<file path="src/rtl/load_port_arbiter.sv">
// load_port_arbiter
// Shares one synchronous-read memory (1-cycle read latency) between two load
// ports. Address requests are arbitrated round-robin; each port keeps at most
// one read in flight and owns a 1-entry response buffer, so either consumer
// can back-pressure without stalling the other port.
//
// Build option: define ARB_FIXED_PRIO_EN to resolve ties always in favour of
// port 0 (port 1 may starve). Default build is round-robin.
module load_port_arbiter #(
    parameter int unsigned ADDR_W = 4,
    parameter int unsigned DATA_W = 32
) (
    input  logic              clock,
    input  logic              reset,
    input  logic [ADDR_W-1:0] req0_addr,
    input  logic              req0_addr_valid,
    output logic              req0_addr_ready,
    output logic [DATA_W-1:0] rsp0_data,
    output logic              rsp0_data_valid,
    input  logic              rsp0_data_ready,
    input  logic [ADDR_W-1:0] req1_addr,
    input  logic              req1_addr_valid,
    output logic              req1_addr_ready,
    output logic [DATA_W-1:0] rsp1_data,
    output logic              rsp1_data_valid,
    input  logic              rsp1_data_ready,
    output logic [ADDR_W-1:0] mem_addr,
    output logic              mem_en,
    input  logic [DATA_W-1:0] mem_rdata,
    output logic              busy
);

    logic              inflight0;
    logic              inflight1;
    logic              rbuf_valid0;
    logic              rbuf_valid1;
    logic [DATA_W-1:0] rbuf0;
    logic [DATA_W-1:0] rbuf1;
    logic              elig0;
    logic              elig1;
    logic              grant0;
    logic              grant1;
`ifndef ARB_FIXED_PRIO_EN
    logic              last_grant;
`endif

    // Eligibility and single-winner grant; reset held low suppresses all grants.
    always_comb begin
        elig0  = reset & req0_addr_valid & ~inflight0 & (~rbuf_valid0 | rsp0_data_ready);
        elig1  = reset & req1_addr_valid & ~inflight1 & (~rbuf_valid1 | rsp1_data_ready);
        grant0 = elig0;
        grant1 = elig1;
        if (elig0 && elig1) begin
`ifdef ARB_FIXED_PRIO_EN
            grant1 = 1'b0;
`else
            // last_grant==1 means port 1 won most recently, so port 0 goes now
            grant0 = last_grant;
            grant1 = ~last_grant;
`endif
        end
    end

    assign req0_addr_ready = grant0;
    assign req1_addr_ready = grant1;
    assign mem_en          = grant0 | grant1;
    assign mem_addr        = grant0 ? req0_addr : (grant1 ? req1_addr : '0);
    assign rsp0_data       = rbuf0;
    assign rsp0_data_valid = rbuf_valid0;
    assign rsp1_data       = rbuf1;
    assign rsp1_data_valid = rbuf_valid1;
    assign busy            = inflight0 | inflight1 | rbuf_valid0 | rbuf_valid1;

    // Port 0 in-flight flag and response buffer.
    // A read is in flight exactly the cycle after its grant, so the flag is
    // just the registered grant; capture wins over a same-cycle drain.
    always_ff @(posedge clock) begin
        if (!reset) begin
            inflight0   <= 1'b0;
            rbuf_valid0 <= 1'b0;
            rbuf0       <= '0;
        end else begin
            inflight0 <= grant0;
            if (inflight0) begin
                rbuf0       <= mem_rdata;
                rbuf_valid0 <= 1'b1;
            end else if (rsp0_data_ready) begin
                rbuf_valid0 <= 1'b0;
            end
        end
    end

    // Port 1 in-flight flag and response buffer (same scheme as port 0).
    always_ff @(posedge clock) begin
        if (!reset) begin
            inflight1   <= 1'b0;
            rbuf_valid1 <= 1'b0;
            rbuf1       <= '0;
        end else begin
            inflight1 <= grant1;
            if (inflight1) begin
                rbuf1       <= mem_rdata;
                rbuf_valid1 <= 1'b1;
            end else if (rsp1_data_ready) begin
                rbuf_valid1 <= 1'b0;
            end
        end
    end

`ifndef ARB_FIXED_PRIO_EN
    // Round-robin history: remembers which port won the most recent grant.
    always_ff @(posedge clock) begin
        if (!reset) begin
            last_grant <= 1'b1;
        end else if (grant0) begin
            last_grant <= 1'b0;
        end else if (grant1) begin
            last_grant <= 1'b1;
        end
    end
`endif

endmodule

</file>
<file path="config.mk">
export PLATFORM = sky130hd
export DESIGN_NAME = load_port_arbiter
export DESIGN_NICKNAME = d
export VERILOG_FILES = /design/src/rtl/load_port_arbiter.sv
export SDC_FILE = /design/constraint.sdc
export NUM_CORES = 1
export LEC_CHECK = 0
export ABC_CLOCK_PERIOD_IN_PS = 2700
export CORE_ASPECT_RATIO = 0.8
export CORE_UTILIZATION = 32
export CTS_BUF_LIST = sky130_fd_sc_hd__clkbuf_16
export DETAILED_ROUTE_END_ITERATION = 16
export PLACE_DENSITY = 0.66
export SETUP_SLACK_MARGIN = 0.2
export SLEW_MARGIN = 30
export SYNTH_ARGS = -nofsm -noshare
export SYNTH_HDL_FRONTEND = slang
export SYNTH_SLANG_ARGS = --single-unit
export TNS_END_PERCENT = 100
</file>
<file path="constraint.sdc">
create_clock -name clock -period 2.7 [get_ports clock]
set_input_delay 0.405 -clock clock [delete_from_list [all_inputs] [get_ports clock]]
set_output_delay 0.405 -clock clock [all_outputs]
set_load 0.05 [all_outputs]
</file>
==> impl_metrics.yaml, run 1 <==
drt:
  vias_per_cell: 4.29
  route.vias.total: 1991
  drt-initial-drc-count: 40
  wl_per_cell_um: 13.3
  postRouteAntennaNets: 0
  drt_drc_violations_left: 0
  drtPass1Iterations: 4
  wl_um: 6170
clock_network:
  cts_buffer_depth: 2
  cts_resized: 0
  cts_hold_buffers: 0
  path_clk_slew_ns: 0.05
  cts_sinks: 69
  post_cts_buffers: 0
  h-tree-depth: 3
  clkLatencyLatePin_ns: 0.32
  cts_tree: "built"
  cts-root-buf: "clkbuf_16"
  cts_buffers: 9
synthesis:
  synth_compound_area_frac: 0.0568
  synthSimpleGateAreaFrac: 0.159
  synthCells: 233
  synth_cell_type_count: 21
  synth_seq_cells: 69
  async_flop_share: 0
  synthMuxAreaShare: 0.238
  synth-edff-count: 0
  ys_seq_area_frac: 0.514
  ys.flop_type: "dfxtp_1"
  synthesis.nets: 279
  synth_top_family_by_area: "multiplexers"
  synth_xor_area_frac: 0
  ys_warn_count: 0
  avgSynthCellArea_um2: 11.5
  syn_area_um2: 2690
  synth-adder-area-share: 0
grt:
  grt_usage: 0.147
  grt_max_degree: 68
  grt_pass1_wl_um: 10000
  antenna_found_initial: 0
  grt_remaining_overflow: 0
  grt_pass1_vias: 1911
timing:
  skew_ns: 0.00383
  hold_viol: 0
  fin_crit_sh: 0.884
  min_period_ns: 2.39
  setup_viol: 0
  slew-limit-headroom: 0.604
  holdWs_ns: 0.512
  clock.fmax_mhz: 419
  worstMarginPinSlew_ns: 0.594
  drv_slew: 0
  rsz0062_at_grt: "false"
  fin_tns_setup_ns: 0
floorplanning:
  initial_core_util: 0.335
  die-area_um2: 8770
  die_x_um: 104
  dieHeight_um: 84.0
  core_area_um2: 8020
  placementRows: 29
  pin_count: 120
cells_and_area:
  drive_above_1_share: 0.0899
  area.sequential_um2: 1380
  antenna_cells: 0
  postLayoutCellArea_um2: 4300
  fillerInstances: 721
  areaGrowthSynthToFinish_pct: 60.1
  multi_input_area_um2: 1220
  nets: 397
worst_setup_path:
  crit_family: "compound AO/OA/AOI/OAI gates"
  start_kind: "primary input"
  critPathKind: "primary input to output port"
  crit_buf_inv: 3
  cp.required_ns: 2.30
  cp_cell_sequence: "clkdlybuf4s50_1, inv_1, a21o_4, a311oi_4, a22o_1, buf_12"
  slowest_delay_ns: 0.45
  end_kind: "output port"
  arrival_ns: 1.98
  crit_path_max_fanout: 7
  critPathSlowestCell: "clkdlybuf4s50_1"
outcome:
  outcome: "complete, no violations"
placement:
  placed_cell_area_um2: 4020
  gp_congestion: 0.697
  portBuffers: 119
  dpl.hpwl_um: 4140
power_and_ir_drop:
  ir_drop_v: 0.000311
  power.density_nw_per_um2: 651
  total_leakage_power_nw: 1.54
worst_hold_path:
  min_path_type: "flop to flop"
job:
  drv_cap: 0
where the power goes:
part	internal (mW)	switching [mW]	leakage (nW)
sequential	1.07	0.0304	0.564
clock	0.700	0.402	0.148
combinational	0.256	0.339	0.829
total	2.03	0.771	1.54
tightest hold or removal path: stages, from the launching register on:
cell and delay, ns:
dfxtp_1 0.32, mux2i_1 0.06, nor2b_1 0.09
synthesized netlist by cell type (2+ instances only):
| cell type | count | area, µm² |
|---|---|---|
| dfxtp_1 | 69 | 1380 |
| buf_2 | 7 | 35.0 |
| a22o_1 | 4 | 35.0 |
| nor2b_1 | 65 | 407 |
| nand2_1 | 2 | 7.51 |
| inv_1 | 3 | 11.3 |
| mux2i_1 | 64 | 641 |
| clkbuf_1 | 6 | 22.5 |
worst paths after layout:
| path | start | end | slack, ns | depth (start not counted) |
|---|---|---|---|---|
| min | rsp0_data[11]$_SDFFE_PN0P_ | rsp0_data[11]$_SDFFE_PN0P_ | 0.51 | 2 |
| min reg2reg | rsp0_data[11]$_SDFFE_PN0P_ | rsp0_data[11]$_SDFFE_PN0P_ | 0.51 | 2 |
| max | rsp1_data_ready | mem_addr[2] | 0.31 | 6 |
| max reg2reg | inflight0$_SDFF_PN0_ | rsp0_data[30]$_SDFFE_PN0P_ | 1.35 | 3 |
area by class of cell:
| class | count | share of cell area |
|---|---|---|
| Sequential cell | 69 | 0.322 |
| Inverter | 3 | 0.00262 |
| Multi-Input combinational cell | 146 | 0.284 |
| Tap cell | 108 | 0.0314 |
| Clock buffer | 9 | 0.0524 |
| Clock inverter | 7 | 0.0134 |
| Timing Repair Buffer | 122 | 0.294 |
kinds of logic after synthesis:
family | Yosys count
multiplexers | 64
buffers and inverters | 18
flip-flops | 69
AND/OR/NAND/NOR | 69
AO/OA/AOI/OAI | 13
per-layer routing:
layer	routed length [µm]	GRT usage
met5	0	0
met4	59	0.0429
met3	428	0.0609
met2	2560	0.211
met1	3120	0.199
sequential cells by signal, summed over array words and instances, names as in the netlist:
register	count
rsp0_data	32
rsp1_data	32
inflight0	1
inflight1	1
last_grant	1
rsp0_data_valid	1
rsp1_data_valid	1
cell usage in the layout, fill, tap and decap left out, types with 2 or more instances in the layout:
master and instances:
clkinv_2 4, dfxtp_1 67, buf_12 6, nor2b_1 65
a22o_1 4, buf_4 4, nand2_1 2, clkbuf_16 9
mux2i_1 64, clkdlybuf4s50_1 111, dfxtp_2 2, inv_1 4
through the flow:
stage	setup WS, ns	total power [mW]	utilization	std cells
after floorplan	0.209	1.49	-	233
after global placement	0.349	1.72	0.501	448
after detailed placement	0.305	1.72	0.501	448
after CTS	0.299	2.84	0.536	464
after global routing	0.217	2.93	0.536	464
final	0.314	2.80	0.536	464
(Power assumes the default switching activity.)
==> run 2, diff against run 1 <==
--- a/config.mk
+++ b/config.mk
@@ -11,6 +11,7 @@
 export CTS_BUF_LIST = sky130_fd_sc_hd__clkbuf_16
 export DETAILED_ROUTE_END_ITERATION = 16
 export PLACE_DENSITY = 0.66
+export REMOVE_ABC_BUFFERS = 1
 export SETUP_SLACK_MARGIN = 0.2
 export SLEW_MARGIN = 30
 export SYNTH_ARGS = -nofsm -noshare
==> impl_metrics.yaml, run 2 (synthesis gave the netlist of run 1 again) <==
timing:
  drv_slew: 0
  rsz0062_at_grt: "false"
  fin_tns_setup_ns: 0
  setup_viol: 0
  holdWs_ns: 0.513
  fin_crit_sh: 0.889
  hold_viol: 0
  fin_ws_ns: 0.301
  clock.fmax_mhz: 417
  slew-limit-headroom: 0.603
  skew_ns: 0.00359
  min_period_ns: 2.40
  worstMarginPinSlew_ns: 0.595
worst_setup_path:
  r2r_cells: 3
  rrSetupSlack_ns: 1.41
  cp.required_ns: 2.30
  reg2reg_to: "rsp1_data[4]$_SDFFE_PN0P_"
  critPathKind: "primary input to output port"
  end_kind: "output port"
  crit_path_max_fanout: 7
  critPathSlowestCell: "clkdlybuf4s50_1"
  slowest_delay_ns: 0.45
  timing.rr.start: "inflight1$_SDFF_PN0_"
  arrival_ns: 1.99
  start_kind: "primary input"
  cp_cell_sequence: "clkdlybuf4s50_1, inv_1, a21o_4, a311oi_4, a22o_1, buf_12"
  critPathLaunch: "rsp1_data_ready"
drt:
  postRouteAntennaNets: 0
  vias_per_cell: 4.34
  wl_um: 6300
  drt_drc_violations_left: 0
  route.vias.total: 2017
  drt-initial-drc-count: 44
  drtPass1Iterations: 4
  wl_per_cell_um: 13.5
grt:
  grt_remaining_overflow: 0
  grt_max_degree: 37
  grt_usage: 0.147
  grt_pass1_vias: 2062
  grt_pass1_wl_um: 10300
  antenna_found_initial: 0
worst_hold_path:
  min_path_type: "flop to flop"
  hold_start: "rsp0_data[1]$_SDFFE_PN0P_"
  holdPathStages: 2
  min_to: "rsp0_data[1]$_SDFFE_PN0P_"
power_and_ir_drop:
  power.density_nw_per_um2: 637
  finalPower_mw: 2.73
  ir_drop_v: 0.000394
  total_leakage_power_nw: 1.53
placement:
  pre_cts_slack_ns: 0.289
  dpl.hpwl_um: 4350
  gp_congestion: 0.739
  placed_cell_area_um2: 4030
  portBuffers: 119
  dpl.cell_count: 449
outcome:
  outcome: "complete, no violations"
cells_and_area:
  areaGrowthSynthToFinish_pct: 59.8
  final_cell_mix: "111 x clkdlybuf4s50_1, 67 x dfxtp_1, 65 x nor2b_1, 64 x mux2i_1, 9 x clkbuf_16"
  fin_util: 0.535
  final_common_cell: "clkdlybuf4s50_1"
  postLayoutCellArea_um2: 4290
  fillerInstances: 720
  antenna_cells: 0
  nets: 398
  drive_above_1_share: 0.0952
  fin_cells: 465
clock_network:
  post_cts_buffers: 0
  clkLatencyLatePin_ns: 0.32
  cts-root-buf: "clkbuf_16"
  h-tree-depth: 3
  cts_resized: 0
  cts_buffer_depth: 2
  cts_tree: "built"
  cts_sinks: 69
  cts_buffers: 9
  cts_hold_buffers: 0
  path_clk_slew_ns: 0.05
floorplanning:
  dieHeight_um: 84.0
  die-area_um2: 8770
  die_x_um: 104
  pin_count: 120
  placementRows: 29
  core_area_um2: 8020
  initial_core_util: 0.335
job:
  drv_cap: 0
==> run 2: critical path, delay by kind of cell <==
family | cells | cell delay, ns
compound gates | 3 | 0.93
buf+inv | 3 | 0.65
==> run 2: final cells by class <==
cell class                 count  area, µm²  share of cell area
sequential                    69       1380               0.322
timing repair buffer         123       1270               0.297
multi-input combinational    146       1220               0.284
clock inverter                 7       42.5             0.00991
tap                          108        135              0.0315
clock buffer                   9        225              0.0525
inverter                       3       11.3             0.00262
==> run 2: worst max-delay path by stage <==
stage / end / slack [ns] / cells after the start
detailed placement: mem_addr[3] / 0.29 / 6
finish: mem_addr[3] / 0.30 / 6
floorplan: mem_addr[0] / -0.50 / 3
global route: mem_addr[3] / 0.25 / 6
CTS: mem_addr[3] / 0.28 / 6
global placement: mem_addr[0] / 0.34 / 6
==> run 2: routing by layer <==
metal  up-vias  wire length, µm  part of all wire  track usage
met3         7              418             0.066       0.0570
met5         -                0                 0            0
li1       1025                -                 -            -
met4         0               55            0.0087       0.0506
met1       926             2870              0.46        0.180
met2        59             2950              0.47        0.236
==> run 2: report_power, final <==
| group | switching (mW) | internal [mW] |
|---|---|---|
| clock network | 0.423 | 0.613 |
| registers | 0.0295 | 1.07 |
| logic | 0.341 | 0.257 |
==> run 3, diff against run 2 <==
--- a/config.mk
+++ b/config.mk
@@ -5,12 +5,12 @@
 export SDC_FILE = /design/constraint.sdc
 export NUM_CORES = 1
 export LEC_CHECK = 0
-export ABC_CLOCK_PERIOD_IN_PS = 2700
+export ABC_CLOCK_PERIOD_IN_PS = 2150
 export CORE_ASPECT_RATIO = 0.8
 export CORE_UTILIZATION = 32
 export CTS_BUF_LIST = sky130_fd_sc_hd__clkbuf_16
 export DETAILED_ROUTE_END_ITERATION = 16
-export PLACE_DENSITY = 0.66
+export PLACE_DENSITY = 0.65
 export REMOVE_ABC_BUFFERS = 1
 export SETUP_SLACK_MARGIN = 0.2
 export SLEW_MARGIN = 30
==> constraint.sdc (replaced) <==
create_clock -name clock -period 2.15 [get_ports clock]
set_input_delay 0.3225 -clock clock [delete_from_list [all_inputs] [get_ports clock]]
set_output_delay 0.3225 -clock clock [all_outputs]
set_load 0.05 [all_outputs]
==> impl_metrics.yaml, run 3 (synthesis gave the netlist of run 1 again) <==
placement:
  placed_cell_area_um2: 4040
  portBuffers: 119
  gp_congestion: 0.704
  dpl.cell_count: 451
  dpl.hpwl_um: 4270
clock_network:
  path_clk_slew_ns: 0.05
  cts_tree: "built"
  cts_hold_buffers: 0
  h-tree-depth: 3
  cts_sinks: 69
  cts_buffers: 9
  cts-root-buf: "clkbuf_16"
  cts_buffer_depth: 2
  clkLatencyLatePin_ns: 0.32
worst_setup_path:
  slowest_delay_ns: 0.34
  critPathSlowestCell: "o311a_4"
  critPathKind: "flop to output port"
  cp_cell_sequence: "a21o_4, o311a_4, a22o_1, buf_12"
  rrSetupSlack_ns: 0.73
  arrival_ns: 1.61
  start_kind: "flop"
  crit_path_max_fanout: 5
  end_kind: "output port"
  cp.required_ns: 1.83
grt:
  grt_max_degree: 59
  grt_remaining_overflow: 0
  grt_usage: 0.152
  grt_pass1_vias: 2141
  antenna_found_initial: 0
  grt_pass1_wl_um: 10500
cells_and_area:
  areaGrowthSynthToFinish_pct: 64.7
  antenna_cells: 0
  fin_cells: 472
  drive_above_1_share: 0.135
  postLayoutCellArea_um2: 4430
  final_common_cell: "clkdlybuf4s50_1"
  nets: 405
  fin_util: 0.552
  final_cell_mix: "106 x clkdlybuf4s50_1, 65 x nor2b_1, 65 x dfxtp_1, 64 x mux2i_1, 13 x buf_4"
drt:
  wl_um: 6320
  met2WireLength_um: 2960
  postRouteAntennaNets: 0
  drt-initial-drc-count: 36
  vias_per_cell: 4.36
  routed.top_layer: "met4"
  drtPass1Iterations: 4
  drt-met1-wl_um: 2880
  route.met3.wl_um: 426
  drt_drc_violations_left: 0
  wl_per_cell_um: 13.4
  route.vias.total: 2057
timing:
  clock.fmax_mhz: 518
  min_period_ns: 1.93
  skew_ns: 0.00338
  drv_slew: 0
  slew-limit-headroom: 0.615
  holdWs_ns: 0.361
  worstMarginPinSlew_ns: 0.577
  rsz0062_at_grt: "true"
  fin_crit_sh: 0.898
  setup_viol: 0
  hold_viol: 0
floorplanning:
  core_area_um2: 8020
  die-area_um2: 8770
  placementRows: 29
  die_x_um: 104
  dieHeight_um: 84.0
  pin_count: 120
  initial_core_util: 0.335
power_and_ir_drop:
  finalPower_mw: 3.73
  total_leakage_power_nw: 1.62
  power.density_nw_per_um2: 842
  ir_drop_v: 0.000556
outcome:
  outcome: "complete, no violations"
worst_hold_path:
  min_path_type: "primary input to flop"
job:
  drv_cap: 0
## run 3: layer usage
metal / vias to the layer above / global-route usage
met4: 0 / 0.0623
li1: 1040 / -
met5: - / 0
met1: 943 / 0.188
met3: 6 / 0.0578
met2: 68 / 0.235
## run 3: power breakdown
part / internal, mW / switching (mW) / total (mW)
clock: 1.02 / 0.556 / 1.58
combinational: 0.333 / 0.432 / 0.765
sequential: 1.35 / 0.0384 / 1.38
total: 2.70 / 1.03 / 3.73
## run 3: area by class of cell
cell class	count	area, µm²
fill	703	3590
sequential	69	1390
timing repair buffer	130	1330
multi-input combinational	146	1240
clock buffer	9	225
tap	108	135
clock inverter	7	98.8
inverter	3	11.3
## run 3: critical path: cells and delay by family (launching register included)
family | cells | cell delay, ns
AO/OA/AOI/OAI | 3 | 0.81
flip-flops | 1 | 0.33
buffers and inverters | 1 | 0.16
## run 3: worst paths after layout
check	to	cells past startpoint	start
min	last_grant$_SDFFE_PN1P_	2	reset
min reg2reg	rsp1_data[5]$_SDFFE_PN0P_	2	rsp1_data[5]$_SDFFE_PN0P_
max reg2reg	rsp0_data[23]$_SDFFE_PN0P_	4	inflight0$_SDFF_PN0_
max	mem_addr[1]	4	rsp1_data_valid$_SDFFE_PN0P_
## run 3: what timing repair did
item                                    4_1_cts  5_1_grt
pin swaps                                     7        5
resized for setup                             6        6
setup buffers                                 2        3
endpoints found under the hold margin         0        0
endpoints found under the setup margin        5        5
## run 3: stage by stage
| stage | worst slack, ns | TNS (ns) |
|---|---|---|
| global route | 0.166 | 0 |
| CTS | 0.191 | 0 |
| finish | 0.219 | 0 |
| global placement | -0.0209 | -0.0762 |
| floorplan | -0.964 | -4.49 |
| detailed placement | -0.0188 | -0.0677 |
